<file path="src/rtl/approx_dot_accumulator.sv">
// ---------------------------------------------------------------------------
// approx_dot_accumulator
//
// Accumulates a stream of unsigned 16-bit products, typically from an 8x8
// approximate multiplier, into a saturating dot-product sum. It emits one
// result per vector. A vector ends on in_last, or it is force-closed after
// MAX_LEN beats.
//
// Ports
//   clk       : clock; all state changes on the rising edge
//   rst_n     : asynchronous active-low reset
//   clr       : synchronous soft clear; has priority over every other event
//   in_valid  : product beat valid
//   in_ready  : block accepts a beat (high only in ACCUM)
//   in_prod   : unsigned 16-bit product
//   in_last   : beat is the final element of the vector
//   out_valid : result valid
//   out_ready : downstream accepts the result
//   out_sum   : saturated dot-product sum
//   out_count : number of beats folded into the result
//   out_ovf   : sum saturated at 2^ACC_W-1
//   out_trunc : vector was force-closed at MAX_LEN
// ---------------------------------------------------------------------------
module approx_dot_accumulator #(
  parameter int ACC_W   = 24,
  parameter int MAX_LEN = 256,
  parameter int CNT_W   = 11
) (
  input  logic             clk,
  input  logic             rst_n,
  input  logic             clr,
  input  logic             in_valid,
  output logic             in_ready,
  input  logic [15:0]      in_prod,
  input  logic             in_last,
  output logic             out_valid,
  input  logic             out_ready,
  output logic [ACC_W-1:0] out_sum,
  output logic [CNT_W-1:0] out_count,
  output logic             out_ovf,
  output logic             out_trunc
);

  typedef enum logic {ACCUM = 1'b0, HOLD = 1'b1} state_t;

  state_t           state;
  logic [ACC_W-1:0] acc;
  logic [CNT_W-1:0] cnt;
  logic             ovf;
  logic             trunc;

  logic [ACC_W:0]   sum_wide;
  logic [ACC_W-1:0] acc_next;
  logic [CNT_W-1:0] cnt_next;
  logic             ovf_next;
  logic             hit_max;
  logic             closing;
  logic             trunc_next;
  logic             accept;

  // in_ready is decoded from the registered state only. This keeps the
  // input handshake free of combinational paths from in_valid or out_ready.
  assign in_ready = (state == ACCUM);
  assign accept   = in_valid & in_ready;

  always_comb begin
    sum_wide   = {1'b0, acc} + {{(ACC_W-15){1'b0}}, in_prod};
    // Overflow is sticky. After a saturation, the accumulator is pinned at
    // all-ones for the rest of the vector.
    ovf_next   = ovf | sum_wide[ACC_W];
    acc_next   = ovf_next ? {ACC_W{1'b1}} : sum_wide[ACC_W-1:0];
    cnt_next   = cnt + CNT_W'(1);
    hit_max    = (cnt_next == CNT_W'(MAX_LEN));
    closing    = in_last | hit_max;
    trunc_next = trunc | (hit_max & ~in_last);
  end

  always_ff @(posedge clk or negedge rst_n) begin
    if (!rst_n) begin
      state     <= ACCUM;
      acc       <= '0;
      cnt       <= '0;
      ovf       <= 1'b0;
      trunc     <= 1'b0;
      out_valid <= 1'b0;
      out_sum   <= '0;
      out_count <= '0;
      out_ovf   <= 1'b0;
      out_trunc <= 1'b0;
    end else if (clr) begin
      // Drop the partial vector and any pending result. A beat offered in
      // the same cycle is discarded.
      state     <= ACCUM;
      acc       <= '0;
      cnt       <= '0;
      ovf       <= 1'b0;
      trunc     <= 1'b0;
      out_valid <= 1'b0;
    end else begin
      case (state)
        ACCUM: begin
          if (accept) begin
            acc   <= acc_next;
            cnt   <= cnt_next;
            ovf   <= ovf_next;
            trunc <= trunc_next;
            if (closing) begin
              out_sum   <= acc_next;
              out_count <= cnt_next;
              out_ovf   <= ovf_next;
              out_trunc <= trunc_next;
              out_valid <= 1'b1;
              state     <= HOLD;
            end
          end
        end
        HOLD: begin
          // The result stays frozen until it is taken. The next beat can
          // then be accepted one cycle later.
          if (out_ready) begin
            out_valid <= 1'b0;
            acc       <= '0;
            cnt       <= '0;
            ovf       <= 1'b0;
            trunc     <= 1'b0;
            state     <= ACCUM;
          end
        end
        default: state <= ACCUM;
      endcase
    end
  end

endmodule
</file>
<file path="config.mk">
export PLATFORM = sky130hd
export DESIGN_NAME = approx_dot_accumulator
export DESIGN_NICKNAME = d
export VERILOG_FILES = /design/src/rtl/approx_dot_accumulator.sv
export SDC_FILE = /design/constraint.sdc
export NUM_CORES = 1
export LEC_CHECK = 0
export ABC_AREA = 1
export CAP_MARGIN = 15
export CORE_MARGIN = 2
export CORE_UTILIZATION = 30
export DETAILED_ROUTE_END_ITERATION = 7
export DONT_BUFFER_PORTS = 1
export PLACE_DENSITY_LB_ADDON = 0.05
export SLEW_MARGIN = 10
export SYNTH_ARGS = -nofsm -noshare
export SYNTH_HDL_FRONTEND = slang
export SYNTH_SLANG_ARGS = --single-unit
</file>
<file path="constraint.sdc">
create_clock -name clk -period 2.05 [get_ports clk]
set_clock_uncertainty 0.15 [all_clocks]
set_input_delay 0.205 -clock clk [delete_from_list [all_inputs] [get_ports clk]]
set_output_delay 0.205 -clock clk [all_outputs]
set_load 0.005 [all_outputs]
</file>
# Word level (Yosys, flattened, before mapping)
# Index checks and enable logic that the tools add are counted.
word_totals:
  ff_bits: 76
  inputBits: 22
  output_inout_bits: 39
  word_cells: 52
op_classes:
  n_addsub: 2
  n_eq_ne: 4
  muxes: 25
  n_bitwise: 8
  reduce_logical: 3
op_table:
  columns: ["op", "count"]
  rows:
  - ["2-to-1 mux 24 bit", 4]
  - ["case mux 24 bit (2 select lines)", 1]
  - ["2-to-1 mux 11 bit", 3]
  - ["adder 24 x 16 -> 25 bit", 1]
  - ["case mux 11 bit (2 select lines)", 1]
  - ["2-to-1 mux 1 bit", 12]
  - ["adder 11 x 1 -> 11 bit, second input constant", 1]
  - ["equality test 11 x 9 -> 1 bit, second input constant", 1]
  - ["case mux 1 bit (2 select lines)", 4]
  - ["!= test 3 x 2 -> 1 bit, second input constant", 2]
  - ["AND reduction 4 bit", 1]
  - ["!= test 3 bit, second input constant", 1]
  - ["inverter 1 bit", 3]
  - ["OR 1 bit", 3]
  - ["AND reduction 3 bit", 1]
  - ["AND 1 bit", 2]
  - ["AND reduction 2 bit", 1]

# Depth between registers and ports, before layout
depth:
  word_depth: 7
  ltp_mapped: 15
  ltp_nobuf: 13

# Worst setup path before layout
# Ideal clock, no wire load.
synth_path:
  path_kind: "register to register"
  start: "register acc[0]"
  end: "register acc[23]"
  setup_ns: 0.131
  arrival_ns: 1.948
  required_ns: 1.769
  path_slack_ns: -0.179
  stages_incl_launch_ff: 14
  n_path_buf: 1
  synth_period_minus_slack_ns: 2.229
  cell_sequence: "dfrtp_1 > ha_1 > fa_1 > nand2_1 > nand2_1 > nand3_1 > nand2_1 > nand2_1 > nand3_2 > inv_1 > buf_2 > nand3_1 > nand2_1 > o21ai_0"
synth_via:
  elab_chain_len: 6
synth_lines:
  columns: ["item", "line_no", "text"]
  rows:
  - ["start: declaration", "47", "logic [ACC_W-1:0] acc;"]
  - ["start signal: assignment", "103", "acc <= acc_next;"]
  - ["adder 24 x 16 -> 25 bit (*)", "67", "sum_wide = {1'b0, acc} + {{(ACC_W-15){1'b0}}, in_prod};"]
  - ["OR 1 bit", "70", "ovf_next = ovf | sum_wide[ACC_W];"]
  - ["2-to-1 mux 24 bit (*)", "71", "acc_next = ovf_next ? {ACC_W{1'b1}} : sum_wide[ACC_W-1:0];"]
  - ["2-to-1 mux 24 bit (*)", "102", "if (accept) begin"]
  - ["case mux 24 bit (2 select lines) (*)", "100", "case (state)"]
  - ["2-to-1 mux 24 bit (*)", "90", "end else if (clr) begin"]
# Every way passes the cells marked *; elsewhere a longest branch is shown, timed or not. The select of a mux whose other input is x is not followed.
# A chain may end at the register's enable or synchronous reset.

# Worst setup path after layout
layout_path:
  start: "register acc[0]"
  end: "register out_sum[1]"
layout_via:
  elab_chain_len: 3
layout_lines:
  columns: ["item", "line_no", "text"]
  rows:
  - ["adder 24 x 16 -> 25 bit (*)", "67", null]
  - ["OR 1 bit", "70", null]
  - ["2-to-1 mux 24 bit (*)", "71", null]
  - ["end signal: assignment", "108", "out_sum <= acc_next;"]
  - ["end: declaration", "38", "output logic [ACC_W-1:0] out_sum,"]
# Every way passes the cells marked *; elsewhere a longest branch is shown, timed or not.

==> impl_metrics.env <==
export IMPL_status="finished, violations left"
export IMPL_violations="negative hold slack, negative setup slack"
export IMPL_p_leak_nw=3.57
export IMPL_fp_dieH_microns=131
export IMPL_ys_seq_elements=76
export IMPL_ant_nets=0
export IMPL_slew_violations=0
export IMPL_antenna_found_initial=0
export IMPL_critPathCaptureType="flip-flop"
export IMPL_whs_ps=-606
export IMPL_hold_path_class="primary input to async pin"
export IMPL_swShare=0.332
export IMPL_fmax_mhz=469
export IMPL_synth_cell_types=29
export IMPL_setup_slack_ps=-84.2
export IMPL_clock_power_share=0.347
export IMPL_grt_pass1_wl_mm=24.7
export IMPL_timing_final_crit_share=1.04
export IMPL_clkSinkCount=76
export IMPL_synth_edf_count=0
export IMPL_pwr_density_cell_nw_per_um2=692
export IMPL_fin_crit_ps=2130
export IMPL_avgSynthCellArea_sq_um=6.70
export IMPL_initial_utilization=0.306
export IMPL_drive_gt1_frac=0.330
export IMPL_grt_pass1_vias=4697
export IMPL_intPower_mw=3.25
export IMPL_io_pins=61
export IMPL_netlist_area_leader_share=0.393
export IMPL_worstPathArrival_ps=2230
export IMPL_die_w_microns=131
export IMPL_dieArea_sq_um=17200
export IMPL_finalHoldViolations=76
export IMPL_critPathLaunchType="flip-flop"
export IMPL_tightest_slew_ps=388
export IMPL_critPathKind="flip-flop to flip-flop"
export IMPL_pwr_share_comb=0.280
export IMPL_cts_made_buffers=9
export IMPL_drc_errors=0
export IMPL_viasPerCell=4.64
export IMPL_grt_usage=0.190
export IMPL_synthToLayoutAreaGrowth_pct=45.2
export IMPL_yosys_most_used_dff="dfrtp_1"
export IMPL_cts_tree="done"
export IMPL_clock_path_buffers=2
export IMPL_port_buffers=0
export IMPL_place_area_sq_um=5550
export IMPL_pwr_share_seq=0.373
export IMPL_routedWlPerCell_microns=15.9
export IMPL_hold_buffers=4
export IMPL_clock_latency_ps=350
export IMPL_syn_nets=763
export IMPL_grt_max_degree=77
export IMPL_timing_setup_tns_ps=-2100
export IMPL_cp_max_fo=5
export IMPL_drt_iter0_markers=262
export IMPL_h_tree_depth=3
export IMPL_vias=4719
export IMPL_wirelength_mm=16.1
export IMPL_yosysSeqAreaShare=0.393
export IMPL_crit_start="acc[0]"
export IMPL_p_total_mw=4.86
export IMPL_synth_warnings=0
export IMPL_synthArstFlopShare=1.00
export IMPL_cap_violations=0
export IMPL_yosysTopAreaCell="dfrtp_1"
export IMPL_crit_required_ps=2140
export IMPL_setup_viol=56
export IMPL_r2r_start="acc[0]"
export IMPL_rows=46
export IMPL_netlist_instances=723
export IMPL_cts_root_buf="clkbuf_16"
export IMPL_power_switching_mw=1.62
export IMPL_n_antenna_cell=0
export IMPL_grt_setup_unrepaired="true"
export IMPL_final_nets=836
export IMPL_first_pass_iters=4
export IMPL_final_area_sq_um=7030
export IMPL_rrSetupSlack_ps=-80
export IMPL_core_area_sq_um=15800
export IMPL_synth_area_leaders="dfrtp_1 (39%), nand2_1 (25%), nand3_1 (8.6%), inv_1 (6.9%), ha_1 (4.4%)"
export IMPL_gr_total_overflow=0
export IMPL_dpl_hpwl_mm=11.3
export IMPL_clkSlewWorstSetupHoldPaths_ps=70
export IMPL_ir_worst_vdd_mv=0.407
export IMPL_synth_area_sq_um=4840
export IMPL_gp_congestion=0.857
export IMPL_relSlewSlack=0.742
worst max-delay path: stages (launching register included):
cell and delay [ps]:
dfrtp_1 380, ha_2 190, fa_2 350, nand2_2 80, nand2_2 70, nand3_2 80
nand2_2 60, nand2_2 80, nand3_4 110, buf_6 150, or2_4 230, nand3_2 50
nand2_1 50
power groups by stage:
stage,combinational (mW),clock [mW],sequential (mW)
floorplan,0.631,0,1.77
global placement,1.01,0,1.82
detailed placement,1.01,0,1.82
CTS,1.17,1.73,1.80
global route,1.51,1.80,1.83
finish,1.36,1.69,1.81
metal layers:
metal	vias up	wire length, microns	GRT usage
met5	-	0	0
met4	0	201	0.0601
met3	14	575	0.0273
met2	75	7860	0.318
met1	2225	7500	0.253
li1	2405	-	-
cells in the mapped netlist, drive strengths merged (4+ instances only):
cell type / instances
inv: 89
nand3: 84
ha: 17
a21oi: 11
nand3b: 4
xnor2: 8
clkbuf: 9
o21ai: 18
dfrtp: 76
nand4: 10
nand2: 320
or2: 5
nor2: 45
buf: 13
worst paths after layout:
path                              endpoint  cells past startpoint
worst min register to register  out_sum[5]                      2
worst max register to register  out_sum[1]                     12
worst min-delay path               acc[10]                      0
max in group asynchronous           cnt[4]                      0
worst max-delay path            out_sum[1]                     12
min in group clk                    acc[0]                      4
kinds of logic (layout without fill, tap and decap cells):
logic type | count (synthesis) | count (layout) | share of synthesized area
xor+xnor | 9 | 9 | 0.0163
simple gates | 474 | 474 | 0.406
buf+inv | 112 | 189 | 0.0995
flops | 76 | 76 | 0.393
fa+ha+maj | 18 | 18 | 0.0481
compound gates | 34 | 34 | 0.0375
area by class of cell:
| type | instances | area, sq um |
|---|---|---|
| Inverter | 90 | 350 |
| Timing Repair Buffer | 84 | 835 |
| Multi-Input combinational cell | 535 | 3370 |
| Clock inverter | 5 | 60.1 |
| Fill cell | 1617 | 8790 |
| Sequential cell | 76 | 1910 |
| Tap cell | 216 | 270 |
| Clock buffer | 10 | 239 |
repair_timing:
item / CTS / global route
endpoints found under the hold margin: 82 / 76
gates cloned: 2 / 4
resized for setup: 104 / 131
pin swaps: 16 / 22
buffers inserted: 1 / 5
setup endpoints to repair: 63 / 64
registers in the layout (all words and copies together) (netlist names):
register	cells
acc	24
cnt	11
out_count	11
out_ovf	1
out_sum	24
out_trunc	1
out_valid	1
ovf	1
state	1
trunc	1
metrics by stage:
stage	instances	hold WS, ps	setup slack [ps]	utilization
2_1_floorplan	723	-241	-3.83	-
3_3_place_gp	985	-238	-237	0.351
3_5_place_dp	985	-238	-244	0.351
4_1_cts	1007	-620	-138	0.402
5_1_grt	1016	-621	-170	0.444
6_report	1016	-606	-84.2	0.444
layout by cell type (no fill, tap or decap), types with 10 or more instances in the layout:
cell / count
nand3_4: 16
inv_1: 85
nand3_1: 47
nand2_2: 57
ha_4: 12
nand2_1: 243
clkbuf_16: 12
nor2_1: 29
nand4_1: 10
nand3_2: 21
dfrtp_1: 73
buf_4: 62
nand2_4: 18
Note: power is estimated with default switching activity, not from simulation.
